--- src/rtl/coeff_fix_convert.sv ---
// coeff_fix_convert: serial IEEE-754 double -> signed fixed-point converter for
// the five biquad coefficients. A converted set waits in shadow registers and
// is committed to the active outputs as a whole, only on an audio sample strobe.
module coeff_fix_convert #(
    parameter int COEF_W = 24,
    parameter int FRAC   = 22
) (
    input  logic              clk_fast,
    input  logic              rst,
    input  logic [63:0]       b0,
    input  logic [63:0]       b1,
    input  logic [63:0]       b2,
    input  logic [63:0]       a1,
    input  logic [63:0]       a2,
    input  logic              coeff_valid,
    input  logic              sample_strobe,
    input  logic              sat_clr,
    output logic [COEF_W-1:0] b0_q,
    output logic [COEF_W-1:0] b1_q,
    output logic [COEF_W-1:0] b2_q,
    output logic [COEF_W-1:0] a1_q,
    output logic [COEF_W-1:0] a2_q,
    output logic              coeff_update,
    output logic              busy,
    output logic              sat_flag,
    output logic              overrun
);

    // Magnitude width: holds M << COEF_W without wrapping, so the range check is exact.
    localparam int MW = 53 + COEF_W + 2;
    localparam logic [MW-1:0] POS_LIM = {{(MW-COEF_W+1){1'b0}}, {(COEF_W-1){1'b1}}};
    localparam logic [MW-1:0] NEG_LIM = POS_LIM + {{(MW-1){1'b0}}, 1'b1};
    localparam logic [MW-1:0] ONE     = {{(MW-1){1'b0}}, 1'b1};

    typedef enum logic [1:0] {IDLE, CONV, PEND} state_t;

    state_t            state_q;
    logic [2:0]        idx_q;
    logic [63:0]       cap_q    [5];
    logic [COEF_W-1:0] shadow_q [5];
    logic [COEF_W-1:0] active_q [5];
    logic              sat_pend_q;
    logic              coeff_update_q;
    logic              sat_flag_q;
    logic              overrun_q;

    logic [63:0]       cur;
    logic              sgn;
    logic [10:0]       expo;
    logic [52:0]       mant;
    int                sh;
    int                rsh;
    logic [MW-1:0]     mag;
    logic              big;
    logic [COEF_W-1:0] conv_val;
    logic              conv_sat;

    logic capture;
    logic commit;

    // A new set is accepted everywhere except mid-conversion; commit waits for a strobe in PEND.
    assign capture = coeff_valid && (state_q != CONV);
    assign commit  = (state_q == PEND) && sample_strobe && !coeff_valid;

    // Convert the coefficient selected by idx_q: scale by 2^FRAC, round half away from zero, saturate.
    always_comb begin
        cur      = cap_q[idx_q];
        sgn      = cur[63];
        expo     = cur[62:52];
        mant     = {1'b1, cur[51:0]};
        sh       = int'(expo) - 1075 + FRAC;
        rsh      = -sh;
        mag      = '0;
        big      = 1'b0;
        conv_val = '0;
        conv_sat = 1'b0;
        if (expo == 11'd0) begin
            mag = '0;
        end else if (expo == 11'h7FF) begin
            big = 1'b1;
        end else if (sh >= 0) begin
            if (sh > COEF_W) begin
                big = 1'b1;
            end else begin
                mag = {{(MW-53){1'b0}}, mant} << sh;
            end
        end else if (rsh <= 54) begin
            mag = ({{(MW-53){1'b0}}, mant} + (ONE << (rsh - 1))) >> rsh;
        end
        if (expo != 11'd0) begin
            if (!sgn) begin
                if (big || (mag > POS_LIM)) begin
                    conv_val = {1'b0, {(COEF_W-1){1'b1}}};
                    conv_sat = 1'b1;
                end else begin
                    conv_val = mag[COEF_W-1:0];
                end
            end else begin
                if (big || (mag > NEG_LIM)) begin
                    conv_val = {1'b1, {(COEF_W-1){1'b0}}};
                    conv_sat = 1'b1;
                end else begin
                    conv_val = ~mag[COEF_W-1:0] + {{(COEF_W-1){1'b0}}, 1'b1};
                end
            end
        end
    end

    // Control FSM: capture, serial conversion into shadow, atomic commit to active on strobe.
    always_ff @(posedge clk_fast or posedge rst) begin
        if (rst) begin
            state_q        <= IDLE;
            idx_q          <= 3'd0;
            sat_pend_q     <= 1'b0;
            coeff_update_q <= 1'b0;
            for (int i = 0; i < 5; i++) begin
                cap_q[i]    <= '0;
                shadow_q[i] <= '0;
                active_q[i] <= '0;
            end
        end else begin
            coeff_update_q <= 1'b0;
            if (capture) begin
                cap_q[0]   <= b0;
                cap_q[1]   <= b1;
                cap_q[2]   <= b2;
                cap_q[3]   <= a1;
                cap_q[4]   <= a2;
                idx_q      <= 3'd0;
                sat_pend_q <= 1'b0;
                state_q    <= CONV;
            end else begin
                case (state_q)
                    CONV: begin
                        shadow_q[idx_q] <= conv_val;
                        sat_pend_q      <= sat_pend_q | conv_sat;
                        if (idx_q == 3'd4) begin
                            state_q <= PEND;
                        end else begin
                            idx_q <= idx_q + 3'd1;
                        end
                    end
                    PEND: begin
                        if (sample_strobe) begin
                            for (int i = 0; i < 5; i++) begin
                                active_q[i] <= shadow_q[i];
                            end
                            coeff_update_q <= 1'b1;
                            state_q        <= IDLE;
                        end
                    end
                    default: state_q <= IDLE;
                endcase
            end
        end
    end

    // Sticky status flags: clear on sat_clr, but a same-cycle set takes priority.
    always_ff @(posedge clk_fast or posedge rst) begin
        if (rst) begin
            sat_flag_q <= 1'b0;
            overrun_q  <= 1'b0;
        end else begin
            sat_flag_q <= (sat_flag_q & ~sat_clr) | (commit & sat_pend_q);
            overrun_q  <= (overrun_q & ~sat_clr) | ((state_q == CONV) & coeff_valid);
        end
    end

    assign b0_q         = active_q[0];
    assign b1_q         = active_q[1];
    assign b2_q         = active_q[2];
    assign a1_q         = active_q[3];
    assign a2_q         = active_q[4];
    assign coeff_update = coeff_update_q;
    assign busy         = (state_q != IDLE);
    assign sat_flag     = sat_flag_q;
    assign overrun      = overrun_q;

endmodule

--- config.mk ---
export PLATFORM = sky130hd
export DESIGN_NAME = coeff_fix_convert
export DESIGN_NICKNAME = d
export VERILOG_FILES = /design/src/rtl/coeff_fix_convert.sv
export SDC_FILE = /design/constraint.sdc
export NUM_CORES = 2
export LEC_CHECK = 0
export BUFFER_PORTS_ARGS = -buffer_cell sky130_fd_sc_hd__buf_2
export CORE_UTILIZATION = 66
export CTS_CLUSTER_DIAMETER = 80
export CTS_CLUSTER_SIZE = 30
export DETAILED_ROUTE_END_ITERATION = 7
export PLACE_DENSITY = 0.93
export SLEW_MARGIN = 25
export SYNTH_ARGS = -nofsm -noshare
export SYNTH_HDL_FRONTEND = slang
export SYNTH_SLANG_ARGS = --single-unit
--- constraint.sdc ---
create_clock -name clk_fast -period 27.5 [get_ports clk_fast]
set_input_delay 2.75 -clock clk_fast [delete_from_list [all_inputs] [get_ports clk_fast]]
set_output_delay 2.75 -clock clk_fast [all_outputs]
set_load 0.005 [all_outputs]
# Word level (Yosys, flattened, before mapping)
# Cells that the tools add are included.
# op_classes
shifts	3
div	0
mul	0
muxes	35
n_reduce_logical	15
order_cmp	7
bitwise	11
eq_ne	8
addsub	7
# ops
operator	count
79-bit 2-to-1 mux	5
64-bit binary-select mux with 3-bit select	1
64-bit 2-to-1 mux	2
120-bit bitwise mux	1
24-bit 2-to-1 mux	5
53-bit by 79-bit adder with 79-bit output	1
79-bit by 23-bit greater-than comparator with 1-bit output, second input constant	1
79-bit by 24-bit greater-than comparator with 1-bit output, second input constant	1
1-bit by 32-bit left shift with 79-bit output, first input constant	1
53-bit by 32-bit left shift with 79-bit output	1
79-bit by 32-bit >> shifter with 79-bit output	1
24-bit demux with 3-bit select	1
32-bit by 7-bit less-or-equal comparator with 1-bit output, second input constant	1
13-bit negator with 32-bit output	1
32-bit by 2-bit subtractor with 32-bit output, second input constant	1
24-bit by 1-bit adder with 24-bit output, second input constant	1
24-bit NOT	1
12-bit by 6-bit adder with 13-bit output, second input constant	1
13-bit by 1-bit >= comparator with 1-bit output, second input constant	1
13-bit by 6-bit greater-than comparator with 1-bit output, second input constant	1
1-bit 2-to-1 mux	13
11-bit by 11-bit subtractor with 12-bit output, second input constant	1
11-bit == test, second input constant	1
11-bit zero test	1
other kinds (23)	41
# word_totals
mem_bits_rw	0
rom_bits	0
elab_cells	107
out_inout_bits	124
latch_bits	0
reg_bits	569
memories	0
input_bits	325

# Longest topological paths before layout
# logic_depth
depth_word	23
depth_mapped	68

# Worst setup path after synthesis
# Ideal clock, no wire load.
# synth_path
path_kind	register to register
from	register idx_q[0]
to	register shadow_q[28] (netlist name)
path_buffers	20
setup_ns	0.104
stages_incl_launch_ff	62
path_slack_ns	12.158
t_arrival_ns	15.238
cell_sequence	dfrtp_1 > buf_4 > buf_4 > buf_2 > buf_2 > buf_1 > buf_2 > mux2i_1 > o22a_1 > buf_2 > buf_1 > clkbuf_1 > clkbuf_1 > buf_1 > buf_1 > ha_1 > buf_1 > inv_1 > (+26 left out) > o21bai_1 > xnor2_1 > mux2i_1 > nor2_1 > a221oi_1 > mux2_2 > a221oi_1 > a211o_1 > o211ai_1 > o22ai_1 > ha_1 > and3b_1 > and4_1 > nand4b_1 > or4_4 > and3_1 > a22o_4 > o41ai_2
# synth_between
elab_chain_len	21
elab_cells_between_ends	43
cone_classes	6 x add/sub; 7 x order compare; 1 x eq/ne; 3 x shift; 19 x mux; 2 x bitwise; 5 x reduce/logical
# synth_rtl
item	line_no	rtl
from (decl)	38	logic [2:0] idx_q;
from (signal assigned)	140	idx_q <= idx_q + 3'd1;
3-bit NOT with 4-bit output (implied by the code) (*)	67, 135	
64-bit binary-select mux with 3-bit select	67	cur = cap_q[idx_q];
64-bit 2-to-1 mux (implied by the code) (2 in series)	67	
11-bit by 11-bit subtractor with 12-bit output	71	sh = int'(expo) - 1075 + FRAC;
12-bit by 6-bit adder with 13-bit output	71	
13-bit negator with 32-bit output	72	rsh = -sh;
32-bit by 2-bit subtractor with 32-bit output	88	mag = ({{(MW-53){1'b0}}, mant} + (ONE << (rsh - 1))) >> rsh;
1-bit by 32-bit left shift with 79-bit output	88	
(+4 left out)	-	
79-bit 2-to-1 mux	79	end else if (expo == 11'h7FF) begin
79-bit 2-to-1 mux	77	if (expo == 11'd0) begin
79-bit by 23-bit greater-than comparator with 1-bit output, or another cell as far along	92	if (big || (mag > POS_LIM)) begin
1-bit logical OR, or another cell as far along	92	
24-bit 2-to-1 mux, on equally long branches	92, 99	
24-bit 2-to-1 mux	91	if (!sgn) begin
24-bit 2-to-1 mux	90	if (expo != 11'd0) begin
120-bit bitwise mux (*)	135	shadow_q[idx_q] <= conv_val;
to (signal, indexed assignment)	135	
to (decl)	40	logic [COEF_W-1:0] shadow_q [5];
# Every way passes the cells marked *; elsewhere a longest branch is shown, timed or not. The select of a mux whose other input is x is not followed.
# A chain may end at the register's enable or synchronous reset.

# Worst setup path in the final report
# layout_path
from	register idx_q[2]
to	register shadow_q[12] (netlist name)
# Same word-level chain as after synthesis.

==> metrics <==
Worst R2R Setup Slack=9.00 ns; required time worst endpoint=27.97 ns; Max Clock Freq=54.0 MHz; mapped cell area=43100 um^2; first-pass iteration count of the detailed router=8; Slew @ Worst Pin=1.22 ns; violated checks=design-rule violations; clock sinks=569; cell family with most CP delay=compound AO/OA/AOI/OAI gates; setup_tns=0 ns; # H-tree levels=1; EDFF count, synth=0; Synth top area share=0.331; WP data arrival=18.98 ns; antenna violations before repair=10; row count=93; fraction of registers with async set/reset=1.00; Worst path slowest cell=a221oi_1; Final min period=18.50 ns; Avg WL per Cell=29.9 um; Yosys reg bits=569; most instantiated cells after synthesis=nand2_1 (1387), dfrtp_1 (569), nor2_1 (373), clkbuf_1 (287), a21oi_1 (259); Initial DRC Count=9652; fill count=4613; antenna viol nets, final=0; gpl congestion=1.22; Synth Warn #=0; Syn Inst Count=5345; Hold Path Stages=2; status=finished, violations left; Post-Synthesis Mean Instance Area=8.06 um^2; Yosys cell types=127; setup repair bufs after CTS=0; Slew HR=0.185; via/cell ratio=7.52; post-CTS sizing=0; final WL=191 mm; Nets=5912; Setup crit end kind=register; CTS Root Buffer Type=clkbuf_16; Die Footprint=66300 um^2; delay of the slowest critical-path stage=0.89 ns; Synth Flop Type=dfrtp_1; Reg2Reg Depth=51; Fin. Hold Viols=0; Mapped Nets=5740; max_cap viols=0; CP max FO=63; vias in the first global route=45209; pin count of the biggest net entering global routing=168; Clk pin slew, worst setup/hold paths=0.11 ns; total track usage=0.563; I/O pins=449; Port Buffer Count=448; unrepaired setup endpoints after global routing=false; sequential share of the synthesized area=0.331; top cell type by total area after synthesis=dfrtp_1; # hold bufs at CTS=0; Slew Viols, Final=0; area delta synth->final=8.03%; CTS tree=done; Max Root-Sink Buffers=3; Setup violations, final=0; hpwl dp=138 mm; Setup CP Type=reg2reg; top cells by area, synth=dfrtp_1 (33%), nand2_1 (12%), mux2_2 (5.5%); Initial Util=0.668; WP buf/inv=7; Chip Height=257 um; CP Depth=51; Remaining DRCs=109; CTS buffer count=26; Fin Clk Skew=0.0427 ns; Clock Latency Late Sink=0.64 ns; remaining global-route overflow=0; Die W=257 um; via count=48044; count leader, synth=nand2_1; HP Class=reg2reg; crit share post-route=0.673; share of post-route cells with drive strength above 1=0.184; core region area=64500 um^2; Startpoint Class=register; first-pass GRT wire length=284 mm
worst reg2reg max path: cells and delay by family, from the launching register on:
kind                     cells  cell delay, ns
buffers and inverters        7            3.07
XOR/XNOR                     1            0.29
multiplexers                 2            0.48
AND/OR/NAND/NOR             15            5.20
adder cells (fa/ha/maj)      5            1.69
flip-flops                   1            0.87
AO/OA/AOI/OAI               21            6.73
routing by layer:
metal,vias to the layer above,routed length (um),global-route usage
met2,4670,77800,0.809
met1,22365,64400,0.682
met3,1369,27800,0.195
li1,19636,-,-
met4,4,21100,0.464
met5,-,58,0.00292
flip-flops by register name, summed over array words and instances (netlist names), 2 cells and up:
name / cells
a1_q: 24
a2_q: 24
b2_q: 24
idx_q: 3
b1_q: 24
cap_q: 320
b0_q: 24
shadow_q: 120
state_q: 2
logic make-up (layout without fill, tap and decap cells):
kind of cell | count (synthesis) | in the layout | synth area share
compound gates | 1304 | 1304 | 0.221
xor+xnor | 80 | 80 | 0.0175
fa+ha+maj | 70 | 70 | 0.0205
buf+inv | 501 | 685 | 0.0467
flops | 569 | 569 | 0.331
mux | 450 | 450 | 0.121
other cells | 0 | 9 | 0
simple gates | 2371 | 2371 | 0.242
worst paths after layout:
check | from | end
worst max-delay path | idx_q[2]$_DFFE_PP0P_ | shadow_q[12]$_DFFE_PP0P_
worst min-delay path | cap_q[103]$_DFFE_PP0P_ | cap_q[103]$_DFFE_PP0P_
worst max register to register | idx_q[2]$_DFFE_PP0P_ | shadow_q[12]$_DFFE_PP0P_
worst min register to register | cap_q[103]$_DFFE_PP0P_ | cap_q[103]$_DFFE_PP0P_
max in group asynchronous | rst | cap_q[290]$_DFFE_PP0P_
min in group asynchronous | rst | cap_q[55]$_DFFE_PP0P_
per-stage QoR:
stage	setup slack, ns	cells	area [um^2]	util	hold slack, ns
detailed placement	10.23	6343	45600	0.707	0.455
CTS	10.08	6383	46400	0.720	0.483
global route	8.55	6387	46500	0.722	0.500
finish	9.00	6393	46500	0.722	0.482
global placement	10.74	6343	45600	0.707	0.450
floorplan	8.83	5345	43100	-	0.436
layout make-up:
class / instances / area, um^2 / area share
Tap cell: 855 / 1070 / 0.0230
Antenna cell: 9 / 22.5 / 0.000484
Inverter: 104 / 400 / 0.00860
Clock buffer: 29 / 672 / 0.0144
Timing Repair Buffer: 541 / 2980 / 0.0641
Sequential cell: 569 / 14200 / 0.306
Multi-Input combinational cell: 4275 / 27000 / 0.580
Clock inverter: 11 / 165 / 0.00355
cells in the final DEF, fill, tap and decap left out, types with 28 or more instances in the layout:
cell,synthesis,final
a211oi_1,50,50
nand3_1,82,82
o22ai_1,81,79
a22oi_1,35,35
and3_1,29,28
ha_1,69,67
a21o_1,47,47
nor2_1,373,369
inv_1,98,95
buf_2,33,448
o21a_1,33,33
o31ai_1,39,37
nand2_1,1387,1386
o41ai_1,66,66
xnor2_1,49,47
nor4_1,42,40
nand2b_1,35,34
nor3_1,149,147
buf_4,10,88
mux4_2,36,36
and2_1,31,30
a21oi_1,259,258
o41ai_2,50,50
or3_1,39,39
nand4_1,49,49
o21ai_0,221,220
o211ai_1,67,67
dfrtp_1,569,566
a31oi_1,47,47
mux2_2,212,212
mux2i_1,200,200
Power is not shown: default switching activity piles up to over one toggle a cycle in this logic, so the estimate is an artifact.
